**src/rtl/dmem_store_ctrl_pkg.sv**
```systemverilog
// -----------------------------------------------------------------------------
// dmem_store_ctrl_pkg
//   Shared definitions for the store-side data-memory controller:
//   - store opcode encodings (ST_SB .. ST_SWR)
//   - bus transfer size encodings
//   - drain FSM state enum
//   - store-buffer entry layout
// -----------------------------------------------------------------------------
package dmem_store_ctrl_pkg;

    // Store opcodes presented on st_op. Codes 5-7 are reserved.
    localparam logic [2:0] ST_SB  = 3'd0;
    localparam logic [2:0] ST_SH  = 3'd1;
    localparam logic [2:0] ST_SW  = 3'd2;
    localparam logic [2:0] ST_SWL = 3'd3;
    localparam logic [2:0] ST_SWR = 3'd4;

    // Bus transfer size (data_size).
    localparam logic [1:0] SIZE_BYTE = 2'd0;
    localparam logic [1:0] SIZE_HALF = 2'd1;
    localparam logic [1:0] SIZE_WORD = 2'd2;

    // Drain FSM: one buffered store per IDLE -> REQ -> (WAIT) -> IDLE pass.
    typedef enum logic [1:0] {
        S_IDLE = 2'd0,
        S_REQ  = 2'd1,
        S_WAIT = 2'd2
    } state_e;

    // One store-buffer entry: everything the bus needs for a single write.
    typedef struct packed {
        logic [31:0] addr;
        logic [1:0]  size;
        logic [3:0]  wstrb;
        logic [31:0] wdata;
    } sb_entry_t;

    // Reserved opcodes are accepted but never enqueued.
    function automatic logic op_is_store(input logic [2:0] op);
        return op <= ST_SWR;
    endfunction

endpackage

```
**src/rtl/dmem_store_ctrl_if.sv**
```systemverilog
// -----------------------------------------------------------------------------
// dmem_store_ctrl_if
//   Write channel of the data-SRAM-like bus.
//   master (store controller): drives data_req/wr/size/addr/wstrb/wdata,
//                              receives data_addr_ok/data_ok.
//   slave  (memory side)     : the reverse.
// -----------------------------------------------------------------------------
interface dmem_store_ctrl_if;

    logic        data_req;
    logic        data_wr;
    logic [1:0]  data_size;
    logic [31:0] data_addr;
    logic [3:0]  data_wstrb;
    logic [31:0] data_wdata;
    logic        data_addr_ok;
    logic        data_ok;

    modport master (
        output data_req, data_wr, data_size, data_addr, data_wstrb, data_wdata,
        input  data_addr_ok, data_ok
    );

    modport slave (
        input  data_req, data_wr, data_size, data_addr, data_wstrb, data_wdata,
        output data_addr_ok, data_ok
    );

endinterface

```
**src/rtl/dmem_store_ctrl_store_lane_fmt.sv**
```systemverilog
// -----------------------------------------------------------------------------
// store_lane_fmt
//   Purely combinational store formatter. Turns a MEM-stage store request
//   into the bus view of that store (byte strobes, lane-replicated or shifted
//   data, transfer size, bus address) and flags misaligned SH/SW.
//   Ports:
//     op    in   store opcode (ST_SB..ST_SWR, 5-7 reserved)
//     addr  in   byte address
//     data  in   raw rt register value
//     entry out  formatted {addr, size, wstrb, wdata}
//     ades  out  misaligned SH (addr[0]) or SW (addr[1:0] != 0)
// -----------------------------------------------------------------------------
module store_lane_fmt
    import dmem_store_ctrl_pkg::*;
(
    input  logic [2:0]  op,
    input  logic [31:0] addr,
    input  logic [31:0] data,
    output sb_entry_t   entry,
    output logic        ades
);

    logic [1:0] a;
    logic [1:0] a_inv;

    assign a     = addr[1:0];
    assign a_inv = ~a;          // 3 - a for a 2-bit offset

    always_comb begin
        // NOTE: every output gets a default before the case so that no
        // path leaves a value unassigned, which would infer a latch.
        entry.addr  = addr;
        entry.size  = SIZE_WORD;
        entry.wstrb = 4'b0000;
        entry.wdata = data;
        ades        = 1'b0;

        unique case (op)
            ST_SB: begin
                entry.size  = SIZE_BYTE;
                entry.wstrb = 4'b0001 << a;
                entry.wdata = {4{data[7:0]}};
            end
            ST_SH: begin
                entry.size  = SIZE_HALF;
                entry.wstrb = a[1] ? 4'b1100 : 4'b0011;
                entry.wdata = {2{data[15:0]}};
                ades        = a[0];
            end
            ST_SW: begin
                entry.wstrb = 4'b1111;
                ades        = (a != 2'b00);
            end
            ST_SWL: begin
                // Most-significant bytes of rt land in the low lanes up to a.
                entry.addr  = {addr[31:2], 2'b00};
                entry.wdata = data >> {a_inv, 3'b000};
                unique case (a)
                    2'd0:    entry.wstrb = 4'b0001;
                    2'd1:    entry.wstrb = 4'b0011;
                    2'd2:    entry.wstrb = 4'b0111;
                    default: entry.wstrb = 4'b1111;
                endcase
            end
            ST_SWR: begin
                // Least-significant bytes of rt land in lanes a and above.
                entry.addr  = {addr[31:2], 2'b00};
                entry.wdata = data << {a, 3'b000};
                entry.wstrb = 4'b1111 << a;
            end
            default: ;  // reserved opcodes: defaults, never enqueued
        endcase
    end

endmodule

```
**src/rtl/dmem_store_ctrl.sv**
```systemverilog
// -----------------------------------------------------------------------------
// dmem_store_ctrl
//   Store-side controller between the MEM stage and the data bus.
//   Formats stores at enqueue, keeps them in an in-order buffer of DEPTH
//   entries and drains them one at a time over the req/addr_ok/data_ok
//   handshake. The head entry stays valid until data_ok, so the load-path
//   hazard check also covers the store that is currently on the bus.
//   Ports:
//     clk, resetn         clock, asynchronous active-low reset
//     st_valid/st_ready   store request handshake from MEM
//     st_op/addr/data     store opcode, byte address, raw rt value
//     st_ades             combinational misaligned SH/SW flag
//     ld_addr/ld_hit      word-address hazard probe from the load path
//     sb_empty            buffer empty and drain FSM idle
//     bus                 write channel (master modport)
//   DEPTH must be a power of two and at least 2.
// -----------------------------------------------------------------------------
module dmem_store_ctrl
    import dmem_store_ctrl_pkg::*;
#(
    parameter int DEPTH = 2
) (
    input  logic                 clk,
    input  logic                 resetn,
    input  logic                 st_valid,
    output logic                 st_ready,
    input  logic [2:0]           st_op,
    input  logic [31:0]          st_addr,
    input  logic [31:0]          st_data,
    output logic                 st_ades,
    input  logic [31:0]          ld_addr,
    output logic                 ld_hit,
    output logic                 sb_empty,
    dmem_store_ctrl_if.master    bus
);

    localparam int PTR_W = $clog2(DEPTH);
    localparam int CNT_W = $clog2(DEPTH + 1);

    state_e              state_q;
    state_e              state_d;
    logic [CNT_W-1:0]    count_q;
    logic [PTR_W-1:0]    rd_ptr_q;
    logic [PTR_W-1:0]    wr_ptr_q;
    logic [DEPTH-1:0]    valid_q;
    sb_entry_t           mem_q [DEPTH];

    sb_entry_t           fmt_entry;
    logic                fmt_ades;
    logic                push;
    logic                pop;
    logic                hit;
    logic                unused_ok;

    // ------------------------------------------------------------------
    // Enqueue path
    // ------------------------------------------------------------------
    store_lane_fmt u_fmt (
        .op    (st_op),
        .addr  (st_addr),
        .data  (st_data),
        .entry (fmt_entry),
        .ades  (fmt_ades)
    );

    // Ready depends only on occupancy, never on a same-cycle pop, so the
    // MEM stage never sees a combinational path from the bus handshake.
    assign st_ready = (count_q < CNT_W'(DEPTH));
    assign st_ades  = st_valid && fmt_ades;

    // Misaligned and reserved requests still complete the handshake.
    assign push = st_valid && st_ready && !fmt_ades && op_is_store(st_op);

    // ------------------------------------------------------------------
    // Drain FSM, next-state and pop decode
    // ------------------------------------------------------------------
    always_comb begin
        state_d = state_q;
        pop     = 1'b0;

        unique case (state_q)
            S_IDLE: begin
                if (count_q != '0) state_d = S_REQ;
            end
            S_REQ: begin
                if (bus.data_addr_ok) begin
                    if (bus.data_ok) begin
                        pop     = 1'b1;
                        state_d = S_IDLE;
                    end else begin
                        state_d = S_WAIT;
                    end
                end
            end
            S_WAIT: begin
                if (bus.data_ok) begin
                    pop     = 1'b1;
                    state_d = S_IDLE;
                end
            end
            default: state_d = S_IDLE;
        endcase
    end

    // ------------------------------------------------------------------
    // Control state
    // ------------------------------------------------------------------
    // NOTE: sequential state uses non-blocking assignments so every
    // register samples the pre-edge values regardless of statement order.
    always_ff @(posedge clk or negedge resetn) begin
        if (!resetn) begin
            state_q  <= S_IDLE;
            count_q  <= '0;
            rd_ptr_q <= '0;
            wr_ptr_q <= '0;
            valid_q  <= '0;
        end else begin
            state_q <= state_d;

            if (push) wr_ptr_q <= wr_ptr_q + PTR_W'(1);
            if (pop)  rd_ptr_q <= rd_ptr_q + PTR_W'(1);

            // With a pop pending count > 0, and with a push pending
            // count < DEPTH, so the two slots never coincide.
            if (pop)  valid_q[rd_ptr_q] <= 1'b0;
            if (push) valid_q[wr_ptr_q] <= 1'b1;

            unique case ({push, pop})
                2'b10:   count_q <= count_q + CNT_W'(1);
                2'b01:   count_q <= count_q - CNT_W'(1);
                default: ;
            endcase
        end
    end

    // NOTE: the entry payload has no reset; valid_q and count_q gate every
    // use of it, so stale contents after reset are never observed.
    always_ff @(posedge clk) begin
        if (push) mem_q[wr_ptr_q] <= fmt_entry;
    end

    // ------------------------------------------------------------------
    // Bus outputs: always the head entry, held stable while it is pending
    // because rd_ptr only moves on pop.
    // ------------------------------------------------------------------
    assign bus.data_req   = (state_q == S_REQ);
    assign bus.data_wr    = 1'b1;
    assign bus.data_size  = mem_q[rd_ptr_q].size;
    assign bus.data_addr  = mem_q[rd_ptr_q].addr;
    assign bus.data_wstrb = mem_q[rd_ptr_q].wstrb;
    assign bus.data_wdata = mem_q[rd_ptr_q].wdata;

    // ------------------------------------------------------------------
    // Status to the load path and sync/eret logic
    // ------------------------------------------------------------------
    always_comb begin
        hit = 1'b0;
        for (int i = 0; i < DEPTH; i++) begin
            if (valid_q[i] && (mem_q[i].addr[31:2] == ld_addr[31:2])) hit = 1'b1;
        end
    end

    assign ld_hit   = hit;
    assign sb_empty = (valid_q == '0) && (state_q == S_IDLE);

    // The hazard check is word-granular; the byte offset is irrelevant.
    assign unused_ok = &{1'b0, ld_addr[1:0]};

endmodule

```
**src/flat_wrapper.sv**
```systemverilog
// flat-port wrapper written by rule: the top's interface ports become plain ports
module dmem_store_ctrl_flat import dmem_store_ctrl_pkg::*;
#(
    parameter int DEPTH = 2
)
  (clk, resetn, st_valid, st_ready, st_op, st_addr, st_data, st_ades, ld_addr, ld_hit, sb_empty, bus_data_req, bus_data_wr, bus_data_size, bus_data_addr, bus_data_wstrb, bus_data_wdata, bus_data_addr_ok, bus_data_ok);
  dmem_store_ctrl_if bus_i ();
  input  logic clk;
  input  logic resetn;
  input  logic st_valid;
  output logic st_ready;
  input  logic [2:0] st_op;
  input  logic [31:0] st_addr;
  input  logic [31:0] st_data;
  output logic st_ades;
  input  logic [31:0] ld_addr;
  output logic ld_hit;
  output logic sb_empty;
  output wire logic [$bits(bus_i.data_req)-1:0] bus_data_req;
  output wire logic [$bits(bus_i.data_wr)-1:0] bus_data_wr;
  output wire logic [$bits(bus_i.data_size)-1:0] bus_data_size;
  output wire logic [$bits(bus_i.data_addr)-1:0] bus_data_addr;
  output wire logic [$bits(bus_i.data_wstrb)-1:0] bus_data_wstrb;
  output wire logic [$bits(bus_i.data_wdata)-1:0] bus_data_wdata;
  input wire logic [$bits(bus_i.data_addr_ok)-1:0] bus_data_addr_ok;
  input wire logic [$bits(bus_i.data_ok)-1:0] bus_data_ok;
  assign bus_data_req = bus_i.data_req;
  assign bus_data_wr = bus_i.data_wr;
  assign bus_data_size = bus_i.data_size;
  assign bus_data_addr = bus_i.data_addr;
  assign bus_data_wstrb = bus_i.data_wstrb;
  assign bus_data_wdata = bus_i.data_wdata;
  assign bus_i.data_addr_ok = bus_data_addr_ok;
  assign bus_i.data_ok = bus_data_ok;
  dmem_store_ctrl #(.DEPTH(DEPTH)) u_core (.clk(clk), .resetn(resetn), .st_valid(st_valid), .st_ready(st_ready), .st_op(st_op), .st_addr(st_addr), .st_data(st_data), .st_ades(st_ades), .ld_addr(ld_addr), .ld_hit(ld_hit), .sb_empty(sb_empty), .bus(bus_i));
endmodule
```
**config.mk**
```make
export PLATFORM = sky130hd
export DESIGN_NAME = dmem_store_ctrl_flat
export DESIGN_NICKNAME = d
export VERILOG_FILES = /design/src/rtl/dmem_store_ctrl_pkg.sv /design/src/rtl/dmem_store_ctrl_if.sv /design/src/rtl/dmem_store_ctrl_store_lane_fmt.sv /design/src/rtl/dmem_store_ctrl.sv /design/src/flat_wrapper.sv
export SDC_FILE = /design/constraint.sdc
export NUM_CORES = 1
export LEC_CHECK = 0
export CORE_MARGIN = 10
export CORE_UTILIZATION = 48
export CTS_BUF_LIST = sky130_fd_sc_hd__clkbuf_2
export DETAILED_ROUTE_END_ITERATION = 16
export PLACE_DENSITY_LB_ADDON = 0.2
export SLEW_MARGIN = 5
export SYNTH_ARGS = -nofsm -noshare
export SYNTH_HDL_FRONTEND = slang
export SYNTH_HIERARCHICAL = 1
export SYNTH_SLANG_ARGS = --single-unit
```
**constraint.sdc**
```tcl
create_clock -name clk -period 3.9 [get_ports clk]
set_input_delay 0.39 -clock clk [delete_from_list [all_inputs] [get_ports clk]]
set_output_delay 0.39 -clock clk [all_outputs]
set_load 0.03 [all_outputs]
```
-- After elaboration in Yosys (flattened, before gate mapping)
Memory sizes are Yosys's and may differ from the RTL's.
Index checks and enable logic that the tools add are counted.
- output and inout port bits: 76
- flip-flop bits (word level): 8
- memories: 1
- RAM bits: 140
- input port bits: 104
- logic and storage cells: 84
- memories (memory ; words ; bits a word ; read ports ; clocked after memory_dff ; write ports ; line ; text):
    u_core.mem_q ; 2 ; 70 ; 3 ; 0 ; 1 ; dmem_store_ctrl.sv:46 ; sb_entry_t mem_q [DEPTH];
- reduce and logical (&&, ||, !) cells: 19
- $add $sub $neg: 4
- eq/ne operators: 15
- $lt $le $gt $ge: 6
- bitwise operators: 4
- multiplexer cells: 26
- shifts and indexed selects: 4
- operator list (kind ; count):
    $pmux 32 s4 ; 1
    $eq 30x30->1 ; 2
    $shl 32x5->32 ; 1
    $shr 32x5->32 ; 1
    $pmux 4 s5 ; 1
    $mux 2 ; 7
    $pmux 4 s3 ; 1
    $logic_and 1x1->1 ; 9
    $mux 1 ; 8
    $pmux 2 s2 ; 2
    $eq 2x1->1 const B ; 3
    $eq 2x2->1 const B ; 3
    $eq 3x2->1 const B ; 2
    $logic_not 2->1 ; 3
    $pmux 2 s3 ; 1
    $reduce_bool 2->1 ; 3
    $lt 1x2->1 const B ; 2
    $mux 4 ; 1
    $ne 2x1->1 const B ; 2
    $not 2->2 ; 2
    $pmux 1 s2 ; 2
    $shl 1x2->4 const A ; 1
    $shl 4x2->4 const A ; 1
    $eq 3x1->1 const B ; 1
    15 further kinds ; 18

-- Depth between registers and ports, before layout
Gate-level depths: netlist (run 1).
- depth in word-level cells: 9
- mapped depth: 12
- gate-level depth less buffers: 10

-- Hierarchy
The synthesis (run 1) kept the hierarchy.
- by module, submodules not included (module ; area an instance (um2) ; sequential area each (um2) ; times used ; cells an instance):
    dmem_store_ctrl ; 6147.1 ; 4404.2 ; 1 ; 347
    store_lane_fmt ; 2105.8 ; 0.0 ; 1 ; 309

-- Worst setup path after synthesis (run 1)
OpenSTA, ideal clock, no wires.
- kind: in2reg
- from: in st_addr[0]
- to: mem u_core/mem_q[0][0] (netlist name) (enable)
- data arrival time: 4.398 ns
- setup time: 0.500 ns
- path buffers: 4
- path slack: -0.998 ns
- stages: 9
- data required time: 3.400 ns
- cell sequence: buf_4 -> buf_4 -> buf_6 -> buf_2 -> o21ai_0 -> a21oi_1 -> nor2_1 -> nand3_1 -> nor2_1
- longest elaborated chain between the ends: 7
- ends and longest elaborated chain (what ; line ; text):
    start, declared ; flat_wrapper.sv:13 ; input logic [31:0] st_addr;
    $reduce_bool 2->1 ; dmem_store_ctrl_store_lane_fmt.sv:52 ; ades = (a != 2'b00);
    $pmux 1 s2 * ; dmem_store_ctrl_store_lane_fmt.sv:38 ; unique case (op)
    net u_core.fmt_ades ; dmem_store_ctrl.sv:49 ; logic fmt_ades;
    $logic_not 1->1 * ; dmem_store_ctrl.sv:72 ; assign push = st_valid && st_ready && !fmt_ades && op_is_store(st_op);
    $logic_and 1x1->1 * (2 in series) ; dmem_store_ctrl.sv:72 ;
    $mux 1 * ; dmem_store_ctrl.sv:139 ; if (push) mem_q[wr_ptr_q] <= fmt_entry;
    $mux 1 (not written as such) * ; dmem_store_ctrl.sv:139 ;
    end, declared ; dmem_store_ctrl.sv:46 ;
Mark *: on every way through the listed nets, which the timed path passes. The rest lies on a longest branch.

-- Worst setup path in the final report (run 1)
- from: reg u_core.rd_ptr_q
- to: out bus_data_addr[7]
- longest elaborated chain between the ends: 1
- ends and longest elaborated chain (what ; line ; text):
    start, declared ; dmem_store_ctrl.sv:43 ; logic [PTR_W-1:0] rd_ptr_q;
    start signal, assigned ; dmem_store_ctrl.sv:121 ; if (pop) rd_ptr_q <= rd_ptr_q + PTR_W'(1);
    $mem_v2 2x70 ; -- ;
    end, declared ; flat_wrapper.sv:22 ; output wire logic [$bits(bus_i.data_addr)-1:0] bus_data_addr;
No other way between the ends.

==> results.py, run 1 <==
metrics = {
    "synthesis": {
        "synth_area_leaders": "edfxtp_1, mux2_2, xnor2_1",
        "synth-seq-cells": 148,
        "ys_seq_area_frac": 0.534,
        "synth_cell_types": 64,
        "synth_edf_count": 140,
        "yosysTopAreaCell": "edfxtp_1",
        "synth_flop_cell": "edfxtp_1",
        "synth.avg_cell_area_um2": 12.6,
        "synthArstFlopShare": 0.0541,
        "synthCells": 656,
        "synth_area_um2": 8250,
        "synth_top_area_frac": 0.509,
        "yosys_warnings": 6,
        "synth_fp_nets": 765,
    },
    "place": {
        "place_congestion": 0.919,
        "post_dp_cell_area_um2": 10000,
        "dp_hpwl_um": 16600,
        "numPortBuffers": 176,
    },
    "outcome": {
        "status": "finished clean",
    },
    "floorplanning": {
        "core-area_um2": 16700,
        "fp.dieArea_um2": 22800,
        "die_x_um": 151,
        "ios": 180,
        "start_util": 0.494,
        "num_rows": 47,
        "dieHeight_um": 151,
    },
    "timing": {
        "worst_pin_slew_ns": 0.846,
        "final_max_slew_viol_count": 0,
        "period_share": 0.880,
        "max_freq_mhz": 291,
        "final.setup_skew_ns": 0.0238,
        "timing.hold.ws_ns": 0.222,
        "min_period_ns": 3.43,
        "setup_violations": 0,
        "finalSetupTns_ns": 0,
        "relSlewSlack": 0.436,
        "hold_viol": 0,
        "rsz0062_at_grt": "no",
    },
    "route": {
        "post-route-drc-count": 0,
        "dr.first_iter.drc_count": 439,
        "via_per_inst": 5.85,
        "dr_total_vias": 6062,
        "dr.pass1.iters": 7,
        "detail_route.wl_per_cell_um": 21.7,
        "routed_wl_um": 22500,
        "drtAntennaViolNets": 0,
    },
    "finish": {
        "drive_gt1_frac": 0.180,
        "areaGrowthSynthToFinish_pct": 25.0,
        "nets": 911,
        "fin_area_um2": 10300,
        "final_cell_mix": "clkdlybuf4s50_1, edfxtp_1, mux2_2",
        "final_common_cell": "clkdlybuf4s50_1",
        "n_fill_cell": 1364,
    },
    "power_and_ir_drop": {
        "clkPwrFrac": 0.195,
        "swShare": 0.349,
        "power.leakage_nw": 3.57,
        "intPower_mw": 3.42,
        "peakVddDrop_v": 0.000305,
        "cellPowerDensity_nw_per_um2": 510,
        "finalPower_mw": 5.26,
        "pwr-share-seq": 0.400,
        "p_sw_mw": 1.84,
        "p_comb_frac": 0.405,
    },
    "clock_tree": {
        "clk_path_buf_depth": 2,
        "clk_pin_slew_ns": 0.22,
        "cts_tree": "yes",
        "cts.htree.levels": 4,
        "insertion_delay_ns": 0.72,
        "cts_buffers": 17,
        "cts_sinks": 148,
        "postCtsSetupRepairBufs": 0,
        "cts-root-buf": "clkbuf_2",
    },
    "global_route": {
        "grt_overflow_total": 0,
        "grt_pass1_vias": 6244,
        "grt_pass1_wl_um": 33900,
        "track_usage": 0.195,
        "grt_max_degree": 45,
        "antenna_found_initial": 2,
    },
    "critical_path": {
        "worstPathRequired_ns": 3.51,
        "crit_fanout": 35,
        "arrival_ns": 3.04,
        "cp-end-kind": "primary output",
        "worstSetupStartpointType": "flop",
        "crit_type": "flop to primary output",
    },
    "worst_hold_path": {
        "hold_class": "input port to flop",
    },
    "job": {
        "cap_violations": 0,
    },
}
registers in the layout (all words and copies together) (netlist names):
name	count
u_core/count_q	2
u_core/mem_q	140
u_core/rd_ptr_q	1
u_core/state_q	2
u_core/valid_q	2
u_core/wr_ptr_q	1
logic make-up after synthesis:
kind of cell,after synthesis,share of synthesized area
compound gates,111,0.0931
xor+xnor,64,0.0679
fa+ha+maj,5,0.00758
buf+inv,85,0.0611
flops,148,0.534
mux,108,0.153
other cells,1,0.000454
simple gates,134,0.0829
power groups by stage:
stage	clock network, mW	logic, mW	registers [mW]
2_1_floorplan	0	1.42	2.07
3_3_place_gp	0	2.12	2.14
3_5_place_dp	0	2.14	2.15
4_1_cts	1.07	2.15	2.11
5_1_grt	1.13	2.26	2.13
6_report	1.03	2.13	2.11
synthesized netlist by cell type, types with 5 or more instances:
library cell / number
nor3_1: 15
o21ai_0: 23
mux2i_1: 24
ha_1: 5
clkbuf_1: 10
nor2_1: 42
nand4_1: 10
o221ai_1: 5
or3_1: 6
a211oi_1: 5
xor2_1: 30
edfxtp_1: 140
buf_2: 18
buf_4: 35
a221oi_1: 15
mux2_2: 77
inv_1: 14
a21oi_1: 27
mux4_2: 7
dfrtp_1: 8
xnor2_1: 34
nor4_1: 6
nand2_1: 27
metal layers:
metal | vias up | routed length, µm | track usage
met5 | - | 0 | 0
met4 | 0 | 538 | 0.0693
met3 | 40 | 2010 | 0.0609
met2 | 323 | 11200 | 0.330
met1 | 2951 | 8750 | 0.229
li1 | 2748 | - | -
path summary, 6_finish.rpt:
check | start | endpoint | slack [ns] | cells past startpoint
max reg2reg | u_core/count_q[1]$_DFFE_PN0P_ | u_core/mem_q[0][31]$_DFFE_PP_ | 2.05 | 4
min | st_addr[29] | u_core/mem_q[1][67]$_DFFE_PP_ | 0.22 | 1
min in group asynchronous | resetn | u_core/state_q[0]$_DFFE_PN0P_ | 0.47 | 2
min reg2reg | u_core/count_q[0]$_DFFE_PN0P_ | u_core/count_q[0]$_DFFE_PN0P_ | 0.56 | 1
max | u_core/rd_ptr_q$_DFFE_PN0P_ | bus_data_addr[7] | 0.47 | 3
max in group asynchronous | resetn | u_core/rd_ptr_q$_DFFE_PN0P_ | 3.13 | 2
critical path, cell delays in order, from the launching register on:
cell             delay, ns
dfrtp_2               0.96
buf_4                 0.38
mux2_2                0.37
clkdlybuf4s50_1       0.62
cell type report:
class	instances	area, µm²	area share
clock inverters	13	205	0.0199
repair buffers	196	1910	0.185
diodes	2	5.00	0.000485
flip-flops and latches	148	4410	0.427
well taps	220	275	0.0267
multi-input cells	423	3360	0.326
clock buffers	19	95.1	0.00922
inverters	16	60.1	0.00582
metrics by stage:
step | worst slack [ns] | utilization | cells
CTS | 0.314 | 0.617 | 1035
finish | 0.467 | 0.618 | 1037
global route | 0.214 | 0.617 | 1036
global placement | 0.813 | 0.599 | 1002
detailed placement | 0.787 | 0.599 | 1002
floorplan | -0.998 | - | 656
repair_timing:
| item | CTS | global route |
|---|---|---|
| hold buffers | 1 | 0 |
| hold endpoints to repair | 8 | 0 |
| gates resized for setup | 0 | 0 |
No activity file was read; power rests on OpenSTA's default activity.
==> run 2, diff against run 1 <==
--- a/config.mk
+++ b/config.mk
@@ -9,6 +9,7 @@
 export CORE_UTILIZATION = 48
 export CTS_BUF_LIST = sky130_fd_sc_hd__clkbuf_2
 export DETAILED_ROUTE_END_ITERATION = 16
+export GPL_ROUTABILITY_DRIVEN = 0
 export PLACE_DENSITY_LB_ADDON = 0.2
 export SLEW_MARGIN = 5
 export SYNTH_ARGS = -nofsm -noshare
==> run 2 against run 1 <==
- fmax down 0.65%
- routed wire length down 0.68%
- sequential share of layout area up 0.11 points
- design area down 0.25%
- non-clock buffer count down 1
- worst hold slack better by 0.024 ns
- count of clock-buffer cells in the layout down 1
- clock power down 7%
- clock skew down 0.0036 ns
- setup slack worse by 0.023 ns
- critical endpoint is now bus_data_wstrb[0]
==> results.py, run 2 (synthesized netlist as in run 1, its figures left out) <==
metrics = {
    "route": {
        "post-route-drc-count": 0,
        "dr.pass1.iters": 7,
        "dr_total_vias": 6098,
        "via_per_inst": 5.90,
        "dr.first_iter.drc_count": 621,
        "drtAntennaViolNets": 0,
        "detail_route.wl_per_cell_um": 21.7,
        "routed_wl_um": 22400,
    },
    "finish": {
        "n_fill_cell": 1348,
        "instances_no_fill": 1033,
        "multi_input_area_um2": 3360,
        "diodes": 0,
        "top_register": "u_core/mem_q",
        "ff_latch_area_um2": 4410,
        "largest_reg_flops": 140,
        "final_cell_mix": "clkdlybuf4s50_1, edfxtp_1, mux2_2",
        "final_common_cell": "clkdlybuf4s50_1",
        "drive_gt1_frac": 0.178,
        "nets": 910,
        "areaGrowthSynthToFinish_pct": 24.7,
    },
    "power_and_ir_drop": {
        "pwr-share-seq": 0.405,
        "p_sw_mw": 1.84,
        "peakVddDrop_v": 0.000319,
        "intPower_mw": 3.36,
        "clkPwrFrac": 0.184,
        "p_comb_frac": 0.410,
        "swShare": 0.354,
        "power.leakage_nw": 3.56,
        "cellPowerDensity_nw_per_um2": 505,
    },
    "critical_path": {
        "worstSetupStartpointType": "flop",
        "reg2reg_depth": 4,
        "cp-end-kind": "primary output",
        "worstPathRequired_ns": 3.51,
        "arrival_ns": 3.07,
        "crit_type": "flop to primary output",
        "crit_fanout": 34,
    },
    "floorplanning": {
        "die_x_um": 151,
        "fp.dieArea_um2": 22800,
        "num_rows": 47,
        "core-area_um2": 16700,
        "ios": 180,
        "dieHeight_um": 151,
        "start_util": 0.494,
    },
    "job": {
        "cap_violations": 0,
    },
    "timing": {
        "hold_viol": 0,
        "setup_slack_ns": 0.445,
        "relSlewSlack": 0.449,
        "final_max_slew_viol_count": 0,
        "max_freq_mhz": 289,
        "worst_pin_slew_ns": 0.826,
        "min_period_ns": 3.46,
        "setup_violations": 0,
        "rsz0062_at_grt": "no",
        "period_share": 0.886,
        "final.setup_skew_ns": 0.0203,
    },
    "global_route": {
        "grt_max_degree": 47,
        "grt_pass1_vias": 6165,
        "grt_pass1_wl_um": 33400,
        "antenna_found_initial": 0,
        "grt_overflow_total": 0,
        "track_usage": 0.190,
    },
    "clock_tree": {
        "cts.repair.resized": 0,
        "cts-root-buf": "clkbuf_2",
        "cts_sinks": 148,
        "clk_path_buf_depth": 2,
        "cts_tree": "yes",
        "clk_pin_slew_ns": 0.22,
        "cts.htree.levels": 4,
        "cts_buffers": 17,
        "insertion_delay_ns": 0.69,
    },
    "place": {
        "dp_hpwl_um": 16400,
        "dp_slack_ns": 0.772,
        "numPortBuffers": 176,
        "dp_cells": 1001,
    },
    "outcome": {
        "status": "finished clean",
    },
    "worst_hold_path": {
        "hold_class": "input port to flop",
        "hold_depth": 1,
    },
}
==> run 2: cell count changes in the layout (fill, tap and decap cells not counted) <==
cell,previous run,this run
diode_2,2,0
clkbuf_2,19,18
bufinv_16,5,4
buf_12,0,1
buf_4,19,17
inv_6,2,1
clkinv_4,1,3
==> run 2: worst max-delay path, cell delays in order (launching register included) <==
cell,delay (ns)
dfrtp_2,0.94
buf_4,0.42
mux2_2,0.38
clkdlybuf4s50_1,0.61
==> run 2: power by group through the flow <==
stage | clock network, mW | logic (mW) | registers [mW]
floorplan | 0 | 1.42 | 2.07
global placement | 0 | 2.12 | 2.14
detailed placement | 0 | 2.15 | 2.15
CTS | 0.991 | 2.16 | 2.11
global route | 1.06 | 2.25 | 2.13
finish | 0.958 | 2.13 | 2.10
==> run 2: routing by layer <==
metal / routed length (µm) / share of wire / track usage / vias to the layer above
li1: - / - / - / 2741
met1: 8330 / 0.37 / 0.226 / 2932
met2: 11200 / 0.50 / 0.324 / 379
met3: 2280 / 0.10 / 0.0492 / 46
met4: 551 / 0.025 / 0.0693 / 0
met5: 0 / 0 / 0 / -
==> run 2: what timing repair did <==
item / CTS / global route
setup buffers: 0 / 0
hold endpoints to repair: 8 / 0
hold buffers: 1 / 0
==> run 2: path summary, 6_finish.rpt <==
check | from | endpoint | slack, ns
setup / recovery | u_core/rd_ptr_q$_DFFE_PN0P_ | bus_data_wstrb[0] | 0.44
hold / removal | st_addr[6] | u_core/mem_q[1][44]$_DFFE_PP_ | 0.25
setup reg to reg | u_core/count_q[1]$_DFFE_PN0P_ | u_core/mem_q[0][32]$_DFFE_PP_ | 2.11
hold reg to reg | u_core/count_q[0]$_DFFE_PN0P_ | u_core/count_q[0]$_DFFE_PN0P_ | 0.55
max in group asynchronous | resetn | u_core/rd_ptr_q$_DFFE_PN0P_ | 3.11
min in group asynchronous | resetn | u_core/valid_q[1]$_DFF_PN0_ | 0.49
==> run 2: through the flow <==
step                power (mW)  hold slack [ns]  setup TNS [ns]  area, µm²  utilization
finish                    5.19            0.246               0      10300        0.616
global route              5.44            0.157               0      10300        0.616
CTS                       5.26            0.141               0      10300        0.616
detailed placement        4.29            0.521               0      10000        0.599
global placement          4.25            0.503               0      10000        0.599
floorplan                 3.48           0.0944         -141.10       8250            -
==> run 2: layout make-up <==
class                           count  area share
Tap cell                          220      0.0268
Sequential cell                   148       0.428
Clock inverter                     13      0.0179
Clock buffer                       18     0.00876
Timing Repair Buffer              195       0.186
Inverter                           16     0.00584
Multi-Input combinational cell    423       0.327
==> run 3, diff against run 2 <==
--- a/config.mk
+++ b/config.mk
@@ -11,7 +11,6 @@
 export DETAILED_ROUTE_END_ITERATION = 16
 export GPL_ROUTABILITY_DRIVEN = 0
 export PLACE_DENSITY_LB_ADDON = 0.2
-export SLEW_MARGIN = 5
 export SYNTH_ARGS = -nofsm -noshare
 export SYNTH_HDL_FRONTEND = slang
 export SYNTH_HIERARCHICAL = 1
==> results of run 3 <==
The final DEF is identical to that of run 2; final timing and power are the same.
==> RTL edit: new RTL, config.mk and constraints of run 2 <==
Encoding of `state_e`: now one-hot (3 bits for 3 states).
--- a/src/rtl/dmem_store_ctrl_pkg.sv
+++ b/src/rtl/dmem_store_ctrl_pkg.sv
@@ -21,10 +21,10 @@
     localparam logic [1:0] SIZE_WORD = 2'd2;
 
     // Drain FSM: one buffered store per IDLE -> REQ -> (WAIT) -> IDLE pass.
-    typedef enum logic [1:0] {
-        S_IDLE = 2'd0,
-        S_REQ  = 2'd1,
-        S_WAIT = 2'd2
+    typedef enum logic [2:0] {
+        S_IDLE = 3'b001,
+        S_REQ  = 3'b010,
+        S_WAIT = 3'b100
     } state_e;
 
     // One store-buffer entry: everything the bus needs for a single write.
Formal check against the unedited RTL: same outputs for any inputs over 4 cycles, from zero or initial values and one cycle with resetn low; so few cycles prove little.
==> RTL edit against run 2 <==
Routed wire length increased by 0.47%; setup slack improved by 67 ps; power decreased by 1.3%; sequential cell count increased by 1; synthesized cell count decreased by 0.15%; synthesized area unchanged; design area decreased by 0.71%; non-clock buffer count decreased by 5; largest cell class unchanged; highest routed layer unchanged.
==> RTL edit: results (changes against run 2) <==
[power_and_ir_drop]
clkPwrFrac=0.157  ; was 0.184
leakagePower_nw=3.50  ; was 3.56 nW
p_switching_mw=1.86  ; was 1.84 mW
vdd_drop_max_v=0.000282  ; was 0.000319 V
combPwrFrac=0.432  ; was 0.410

[logic_synthesis]
syn_inst=655  ; was 656
ys_top_cells_by_area=edfxtp_1, mux2_2, xnor2_1, xor2_1, buf_4  ; was edfxtp_1, mux2_2, xnor2_1, buf_4, xor2_1
synth.distinct_cells=67  ; was 64
synth_nets=760  ; was 765
ys_top_cells_by_count=edfxtp_1, mux2_2, nor2_1  ; unchanged
async_flop_share=0.0604  ; was 0.0541
ys_ff_latch=149  ; was 148
ys_seq_area_frac=0.537  ; was 0.534
ys_dominant_reg_cell=edfxtp_1  ; unchanged

[cells_and_area]
buffers=190  ; was 195
clk_share=0.0207  ; was 0.0266
instances_no_fill=1028  ; was 1,033
multi_input_comb_cells=425  ; was 423
drive_above_1_share=0.171  ; was 0.178
inverters=12  ; was 16
multi_input_area_share=0.328  ; was 0.327
clockBufferCount=20  ; was 18
nNetsFinal=900  ; was 910
ff_latch_area_um2=4430  ; was 4410 um2
diodes=1  ; was 0
fillCellCount=1357  ; was 1,348
buf_share=0.186  ; about the same

[routing]
drt_iter0_markers=583  ; was 621
wl_per_cell_um=21.9  ; was 21.7 um
firstDrtPassIters=6  ; was 7
routed.top_layer=met4  ; unchanged
met3_length_mm=2.18  ; was 2.28 mm
via_count=6017  ; was 6,098
wl_met2_mm=11.1  ; was 11.2 mm
wl_met1_mm=8.69  ; was 8.33 mm

[clock_network]
clkTransAtPathRegs_ps=200  ; was 220 ps
clk_latency_ps=700
post_cts_resized=0  ; unchanged

[global_routing]
gr-usage-met1=0.236  ; was 0.226
antenna_found_initial=1  ; was 0
grt_pass1_vias=6120  ; was 6,165
grt_pass1_wl_mm=34.0  ; was 33.4 mm
grt_usage=0.194  ; was 0.190
met3_usage=0.0567  ; was 0.0492
grtUsageMet2=0.320  ; was 0.324
grt_max_degree=72  ; was 47

[place]
hpwl_mm=16.1  ; was 16.4 mm
dp.cells=995  ; was 1,001

[timing]
worst_pin_slew_ps=820  ; was 826 ps
skew_ps=30.2  ; was 20.3 ps

[outcome]
status=complete, no violations  ; unchanged

[critical_path]
cp_max_fo=2  ; was 34
cp_slowest_cell=clkdlybuf4s50_1  ; was dfrtp_2
critical_path_arrival_ps=3000  ; was 3070 ps
r2r_cells=6  ; was 4
cpPeakStageDelay_ps=730  ; was 940 ps

## RTL edit: path summary, 6_finish.rpt
| check | to | slack [ps] | start |
|---|---|---|---|
| hold / removal | u_core/mem_q[1][69] | 260 | st_addr[31] |
| hold reg to reg | u_core/count_q[0] | 540 | u_core/count_q[0] |
| min in group asynchronous | u_core/state_q[1] | 520 | resetn |
| max in group asynchronous | u_core/state_q[0] | 3070 | resetn |
| setup / recovery | ld_hit | 510 | u_core/mem_q[0][63] |
| setup reg to reg | u_core/count_q[1] | 2130 | u_core/state_q[2] |
## RTL edit: timing repair
| action | CTS | global route |
|---|---|---|
| hold buffers | 1 | 0 |
| hold endpoints to repair | 8 | 0 |
| buffers inserted | 0 | 0 |
| setup endpoints to repair | 0 | 0 |
## RTL edit: cells by family after synthesis
kind of cell               after synthesis  synth area share
DFF                                    149             0.537
and+or+nand+nor                        141            0.0882
AOI/OAI and AO/OA                      111            0.0940
muxes                                  106             0.151
buffers and inverters                   81            0.0593
xor gates and xnor gates                65            0.0690
adders and majority gates                1           0.00152
other                                    1          0.000454
## RTL edit: worst register-to-register path, delay by kind of cell, from the launching register on
family | cells | cell delay, ps
compound gates | 1 | 270
xor+xnor | 1 | 140
fa+ha+maj | 1 | 260
flops | 1 | 470
simple gates | 3 | 560
## RTL edit: per-stage QoR
step	power [mW]	worst slack [ps]	TNS, ps	hold slack [ps]	area (um2)
floorplan	3.53	-997	-140930	94.4	8250
global placement	4.34	878	0	490	9990
detailed placement	4.37	802	0	516	9990
CTS	5.18	399	0	164	10200
global route	5.37	315	0	155	10200
finish	5.12	512	0	256	10200
